**src/rtl/dual_mem_arbiter.sv**
```systemverilog
// Arbitrates two cores' instruction and data ports onto one RAM port.
// Round-robin across cores, data before instruction, LL/SC reservations per core.
module dual_mem_arbiter #(
  parameter int ADDR_W = 32,
  parameter int WORD_W = 32
) (
  input  logic                  CLK,
  input  logic                  RST,
  input  logic [1:0]            iREN,
  input  logic [2*ADDR_W-1:0]   iaddr,
  output logic [1:0]            iwait,
  output logic [2*WORD_W-1:0]   iload,
  input  logic [1:0]            dREN,
  input  logic [1:0]            dWEN,
  input  logic [1:0]            datomic,
  input  logic [2*ADDR_W-1:0]   daddr,
  input  logic [2*WORD_W-1:0]   dstore,
  output logic [1:0]            dwait,
  output logic [2*WORD_W-1:0]   dload,
  output logic                  ramREN,
  output logic                  ramWEN,
  output logic [ADDR_W-1:0]     ramaddr,
  output logic [WORD_W-1:0]     ramstore,
  input  logic [WORD_W-1:0]     ramload,
  input  logic                  ram_ready,
  output logic [1:0]            fsm_state
);

  typedef enum logic [1:0] {IDLE = 2'd0, BUSY = 2'd1, RESP = 2'd2} state_t;
  typedef enum logic [1:0] {K_RD = 2'd0, K_WR = 2'd1, K_LL = 2'd2, K_SC = 2'd3} kind_t;

  state_t              state;
  kind_t               kind;
  logic                last_core;
  logic                grant_core;
  logic                grant_is_data;
  logic                sc_pass;
  logic [ADDR_W-1:2]   lat_word;
  logic [1:0]          link_valid;
  logic [ADDR_W-1:2]   link_addr [2];
  logic [WORD_W-1:0]   iload_r [2];
  logic [WORD_W-1:0]   dload_r [2];

  logic [1:0]          has_data;
  logic [1:0]          has_cand;
  logic                sel_core;
  logic                sel_data;
  logic [ADDR_W-1:0]   sel_addr;
  logic [WORD_W-1:0]   sel_store;
  kind_t               sel_kind;
  logic                sc_ok;
  logic                writes_mem;
  logic                in_resp;

  always_comb begin
    has_data  = dREN | dWEN;
    has_cand  = has_data | iREN;
    sel_core  = (has_cand == 2'b11) ? ~last_core : has_cand[1];
    sel_data  = has_data[sel_core];
    if (sel_data)
      sel_addr = sel_core ? daddr[2*ADDR_W-1:ADDR_W] : daddr[ADDR_W-1:0];
    else
      sel_addr = sel_core ? iaddr[2*ADDR_W-1:ADDR_W] : iaddr[ADDR_W-1:0];
    sel_store = sel_core ? dstore[2*WORD_W-1:WORD_W] : dstore[WORD_W-1:0];
    sel_kind  = K_RD;
    if (sel_data) begin
      if (dWEN[sel_core]) sel_kind = datomic[sel_core] ? K_SC : K_WR;
      else                sel_kind = datomic[sel_core] ? K_LL : K_RD;
    end
    sc_ok      = link_valid[sel_core] && (link_addr[sel_core] == sel_addr[ADDR_W-1:2]);
    writes_mem = (kind == K_WR) || ((kind == K_SC) && sc_pass);
    in_resp    = (state == RESP);
  end

  // Wait protocol: a wait bit is low only in the single RESP cycle serving that
  // port; the requester holds its request stable until then and takes the load
  // bus in that same cycle. Idle ports read as waiting.
  assign iwait[0] = ~(in_resp & ~grant_core & ~grant_is_data);
  assign iwait[1] = ~(in_resp &  grant_core & ~grant_is_data);
  assign dwait[0] = ~(in_resp & ~grant_core &  grant_is_data);
  assign dwait[1] = ~(in_resp &  grant_core &  grant_is_data);
  assign iload    = {iload_r[1], iload_r[0]};
  assign dload    = {dload_r[1], dload_r[0]};
  assign fsm_state = state;

  always_ff @(posedge CLK) begin
    if (RST) begin
      state         <= IDLE;
      kind          <= K_RD;
      last_core     <= 1'b1;
      grant_core    <= 1'b0;
      grant_is_data <= 1'b0;
      sc_pass       <= 1'b0;
      lat_word      <= '0;
      link_valid    <= 2'b00;
      link_addr[0]  <= '0;
      link_addr[1]  <= '0;
      iload_r[0]    <= '0;
      iload_r[1]    <= '0;
      dload_r[0]    <= '0;
      dload_r[1]    <= '0;
      ramREN        <= 1'b0;
      ramWEN        <= 1'b0;
      ramaddr       <= '0;
      ramstore      <= '0;
    end else begin
      case (state)
        IDLE: begin
          if (|has_cand) begin
            grant_core    <= sel_core;
            grant_is_data <= sel_data;
            kind          <= sel_kind;
            lat_word      <= sel_addr[ADDR_W-1:2];
            last_core     <= sel_core;
            if ((sel_kind == K_SC) && !sc_ok) begin
              // Lost reservation: answer 0 without touching RAM.
              sc_pass           <= 1'b0;
              dload_r[sel_core] <= '0;
              state             <= RESP;
            end else begin
              sc_pass  <= (sel_kind == K_SC);
              ramREN   <= (sel_kind == K_RD) || (sel_kind == K_LL);
              ramWEN   <= (sel_kind == K_WR) || (sel_kind == K_SC);
              ramaddr  <= sel_addr;
              ramstore <= sel_store;
              state    <= BUSY;
            end
          end
        end
        BUSY: begin
          if (ram_ready) begin
            ramREN <= 1'b0;
            ramWEN <= 1'b0;
            state  <= RESP;
            if (grant_is_data)
              dload_r[grant_core] <= sc_pass ? WORD_W'(1) : ramload;
            else
              iload_r[grant_core] <= ramload;
          end
        end
        RESP: begin
          state <= IDLE;
          if (grant_is_data) begin
            if (kind == K_LL) begin
              link_valid[grant_core] <= 1'b1;
              link_addr[grant_core]  <= lat_word;
            end else if (kind == K_SC) begin
              link_valid[grant_core] <= 1'b0;
            end
            // A completed store breaks the other core's matching reservation.
            if (writes_mem && link_valid[~grant_core] && (link_addr[~grant_core] == lat_word))
              link_valid[~grant_core] <= 1'b0;
          end
        end
        default: state <= IDLE;
      endcase
    end
  end

endmodule

```
**config.mk**
```make
export PLATFORM = sky130hd
export DESIGN_NAME = dual_mem_arbiter
export DESIGN_NICKNAME = d
export VERILOG_FILES = /design/src/rtl/dual_mem_arbiter.sv
export SDC_FILE = /design/constraint.sdc
export NUM_CORES = 1
export LEC_CHECK = 0
export ABC_AREA = 1
export CORE_MARGIN = 10
export CORE_UTILIZATION = 44
export CTS_CLUSTER_SIZE = 14
export DETAILED_ROUTE_END_ITERATION = 6
export GPL_ROUTABILITY_DRIVEN = 0
export GPL_TIMING_DRIVEN = 0
export HOLD_SLACK_MARGIN = 0.08
export PLACE_DENSITY = 0.77
export SYNTH_ARGS = -nofsm -noshare
export SYNTH_HDL_FRONTEND = slang
export SYNTH_SLANG_ARGS = --single-unit
```
**constraint.sdc**
```tcl
create_clock -name CLK -period 3.8 [get_ports CLK]
set_clock_uncertainty 0.15 [all_clocks]
set_input_delay 0.76 -clock CLK [delete_from_list [all_inputs] [get_ports CLK]]
set_output_delay 0.76 -clock CLK [all_outputs]
set_load 0.05 [all_outputs]
```
* Word-level counts from Yosys, hierarchy flattened
Memory sizes are Yosys's and may differ from the RTL's.
Index checks and enable logic that the tools add are counted.
** Word-level totals
- Word-level logic and storage cells :: 155
- Memories kept :: 3
- Flip-flop bits (word level) :: 106
- RAM bits :: 188
- Input bits :: 235
** Operators by class
- Equality and inequality tests :: 14
- Muxes and demuxes :: 76
- Reduce and logical (&&, ||, !) cells :: 24
- Bitwise operators :: 21
- Order comparisons :: 5
** Memory list
- dload_r :: depth 2, width 32, rd ports 2, clocked after Yosys merged registers in 0, wr ports 2, RTL line 42 : logic [WORD_W-1:0] dload_r [2];
- iload_r :: depth 2, width 32, rd ports 2, clocked after Yosys merged registers in 0, wr ports 2, RTL line 41 : logic [WORD_W-1:0] iload_r [2];
- link_addr :: depth 2, width 30, rd ports 2, clocked after Yosys merged registers in 0, wr ports 2, RTL line 40 : logic [ADDR_W-1:2] link_addr [2];
** Operator list (number)
- 2-to-1 mux 32 bit :: 8
- OR reduction 32 bit :: 3
- equality test 30 bit :: 2
- 2-to-1 mux 1 bit :: 49
- 2-to-1 mux 30 bit :: 1
- OR reduction 30 bit :: 1
- 2-to-1 mux 2 bit :: 13
- equality test 2 bit, second input constant :: 6
- inverter 1 bit :: 8
- logical AND 1 bit :: 7
- bitwise AND 1 bit :: 6
- equality test 2 x 1 -> 1 bit, second input constant :: 3
- less-than comparator 1 x 2 -> 1 bit, second input constant :: 3
- inequality test 2 bit, second input constant :: 3
- bitwise OR 2 bit :: 3
- AND reduction 2 bit :: 3
- bitwise AND 2 bit :: 2
- zero test 2 bit :: 2
- inverter 2 bit :: 2
- one-hot mux 1 bit (2 select lines) :: 2
- one-hot mux 2 bit (2 select lines) :: 1
- AND reduction 4 bit :: 1
- logical OR 1 bit :: 3
- AND reduction 3 bit :: 1
- other kinds (5) :: 7

* Longest topological paths before layout
- Word-level depth :: 19
- Gate-level depth with buffers :: 24
- Depth with buffers taken out :: 21

* Worst setup path before layout
No wires, ideal clock.
- Path type :: input to register
- From :: input port dWEN[0]
- To :: memory dload_r[1][0], enable pin
- Path slack :: -0.072 ns
- Arrival :: 3.244 ns
- Required time :: 3.172 ns
- Cell stages on the path :: 19
- Buffers on the path :: 3
- Cell sequence :: nor2_2 nand2_1 nand2_2 nand2_2 buf_2 buf_2 o21ai_0 inv_1 nand3_1 nand3_1 nor2_1 nand2_1 nor2_1 nand2_1 nand2_1 nand2_1 nand2_1 buf_2 nand2_1
** RTL lines
- start, declared :: RTL line 14 : input logic [1:0] dWEN,
- end, declared :: RTL line 42

==> out/metrics.cfg <==
[global_routing]
grt_pass1_wl_um = 100000
grtUsageTotal_pct = 29.5
grt_max_degree = 33
antenna_found_initial = 7
grt_pass1_vias = 16300
overflow = 0

[timing]
fmax_mhz = 264
maxSlewViolCount = 0
fin_crit_sh_pct = 99.6
setup_viol = 0
relSlewSlack_pct = 36.1
hold_viol_final = 0
worst-slew-pin-transition_ns = 0.958
min_period_ns = 3.78

[routing]
avgRoutedWirePerCell_um = 21.7
drtIter0Drc = 2309
drt_first_pass_iters = 7
vias = 17300
drc_errors = 0
drtAntennaViolNets = 0
wl_um = 69600
vias_per_cell = 5.40

[placement]
postPlaceCellArea_mm2 = 0.0208
hpwl_um = 53400
placed_cells = 3115
io_buffers = 433

[floorplanning]
die_height_um = 210
dieArea_mm2 = 0.0440
start_util_pct = 44.6
io_pins = 435
core_area_mm2 = 0.0356
rows = 69
chipWidth_um = 210

[worst_setup_path]
r2r_slack_ns = 0.28
worstSetupStartpoint = dWEN[0]
crit_type = in2reg
required_ns = 3.93
rr_startpoint = grant_core
end_kind = flip-flop
critPathLaunchType = primary input
crit_fanout = 10
worst_ep_arrival_time_ns = 3.91

[cts]
clkTransAtPathRegs_ns = 0.06
cts.sinks = 294
clkLatencyLatePin_ns = 0.59
cts_tree = yes
cts_hold_buf = 0
cts.htree.levels = 1
numCtsBuffers = 31
cts_root_buf = clkbuf_16
clock_path_buffers = 3

[hold_path]
min-delay-start = ramaddr[2]
hp-class = reg2reg

[run]
max_cap_violations = 0

[synth]
seq_area_frac_synth_pct = 49.0
synth_top_area_share_pct = 35.6
ys_types = 33
yosys-top-cells-count = nand2_1, nor2_1, inv_1
async_flop_share_pct = 0
yosys.area.top_type = edfxtp_1
netlist_top_cells_area = edfxtp_1, nand2_1, dfxtp_1
syn_inst = 2219
synth-edff-count = 188
yosysWarningCount = 0
syn_area_mm2 = 0.0159
yosysMostFrequentCell = nand2_1
synth.avg_cell_area_um2 = 7.15
synthesis.nets = 2454
ys_ff_latch = 294
dominantRegCellSynth = edfxtp_1

[power_and_ir_drop]
leakagePower_nw = 10.3
ir_drop_mv = 0.450
p_per_area_mw_per_mm2 = 585

[finish]
stdcell_count = 3208
syn_to_final_growth_pct = 42.4
fin_nets = 2948
drive_gt1_share_pct = 7.34
fin_area_mm2 = 0.0226

[run_status]
status = finished clean

-- layout by cell type, fill, tap and decap left out, types with 52 or more instances in the layout --
| master | count |
|---|---|
| nand3b_1 | 52 |
| nand3_1 | 132 |
| inv_1 | 272 |
| edfxtp_1 | 188 |
| clkdlybuf4s50_1 | 431 |
| o21ai_0 | 79 |
| a21oi_1 | 68 |
| nand2_1 | 772 |
| dfxtp_1 | 105 |
| nor2_1 | 322 |
-- worst max-delay path, stage by stage --
cell and delay [ns]:
clkdlybuf4s50_1 0.47, nor2_4 0.14, nand2_2 0.09, nand2_4 0.14, nand3_1 0.12, nand2_2 0.21, clkbuf_4 0.24, nand2_1 0.14
nand2_4 0.14, nand2_1 0.06, nand2_1 0.14, nand2_1 0.08, nor2_1 0.13, nand2_1 0.12, nor2_4 0.15, nand2_1 0.12
nand2_1 0.10, nand2_2 0.10, nand2_4 0.14, buf_12 0.17, nand2_4 0.13
-- report_power, final --
group / leakage, nW / switching (mW) / internal, mW
Combinational: 6.98 / 4.10 / 1.88
Clock: 0.515 / 1.32 / 1.82
Sequential: 2.83 / 0.240 / 3.85
-- cell families after synthesis --
kind of cell,Yosys count,synth area share (%)
AND/OR/NAND/NOR,1334,34.3
flip-flops,294,49.0
XOR/XNOR,14,0.773
buffers and inverters,395,10.0
AO/OA/AOI/OAI,182,5.93
-- path summary, 6_finish.rpt --
| path | depth (start not counted) | to |
|---|---|---|
| hold / removal | 2 | ramaddr[2] |
| setup / recovery | 21 | dload_r[1][11] |
| setup reg to reg | 7 | link_addr[0][9] |
| hold reg to reg | 2 | ramaddr[2] |
-- sequential cells by signal, indices dropped and copies added (netlist names) --
signal         cells
iload_r           64
fsm_state          2
ramREN             1
ramWEN             1
ramstore          32
grant_is_data      1
sc_pass            1
dload_r           64
grant_core         1
lat_word          30
ramaddr           32
kind               2
link_addr         60
link_valid         2
last_core          1
-- area by class of cell --
cell class	count	area, um^2
inverter	275	1040
timing repair buffer	457	4600
fill	3012	13000
tap	461	577
multi-input combinational	1537	6800
clock buffer	37	818
sequential	294	7770
buffer	117	712
antenna	9	22.5
clock inverter	21	236
-- per-stage QoR --
stage	TNS, ns	hold slack (ns)	utilization [%]	power, mW	setup WS [ns]
2_1_floorplan	0	0.304	-	7.60	0.247
3_3_place_gp	-320.59	0.313	58.4	9.58	-1.98
4_1_cts	-0.888	0.334	62.1	12.8	-0.0322
6_report	0	0.330	63.5	13.2	0.0153
5_1_grt	-0.915	0.355	63.5	13.8	-0.0292
3_5_place_dp	-291.56	0.319	58.6	9.67	-2.01
-- repair_timing --
action / in CTS / in global routing
endpoints found under the setup margin: 218 / 192
cloned: 2 / 9
resized for setup: 54 / 90
buffers inserted: 1 / 17
pin swaps: 1 / 7
-- per-layer routing --
layer	GRT usage, %	part of all wire (%)	up-vias
li1	-	-	7946
met1	34.6	34	7901
met2	50.0	48	1235
met3	7.32	13	252
met4	13.4	5.4	2
met5	0	0.010	-
Note: power is estimated with default switching activity, not from simulation.
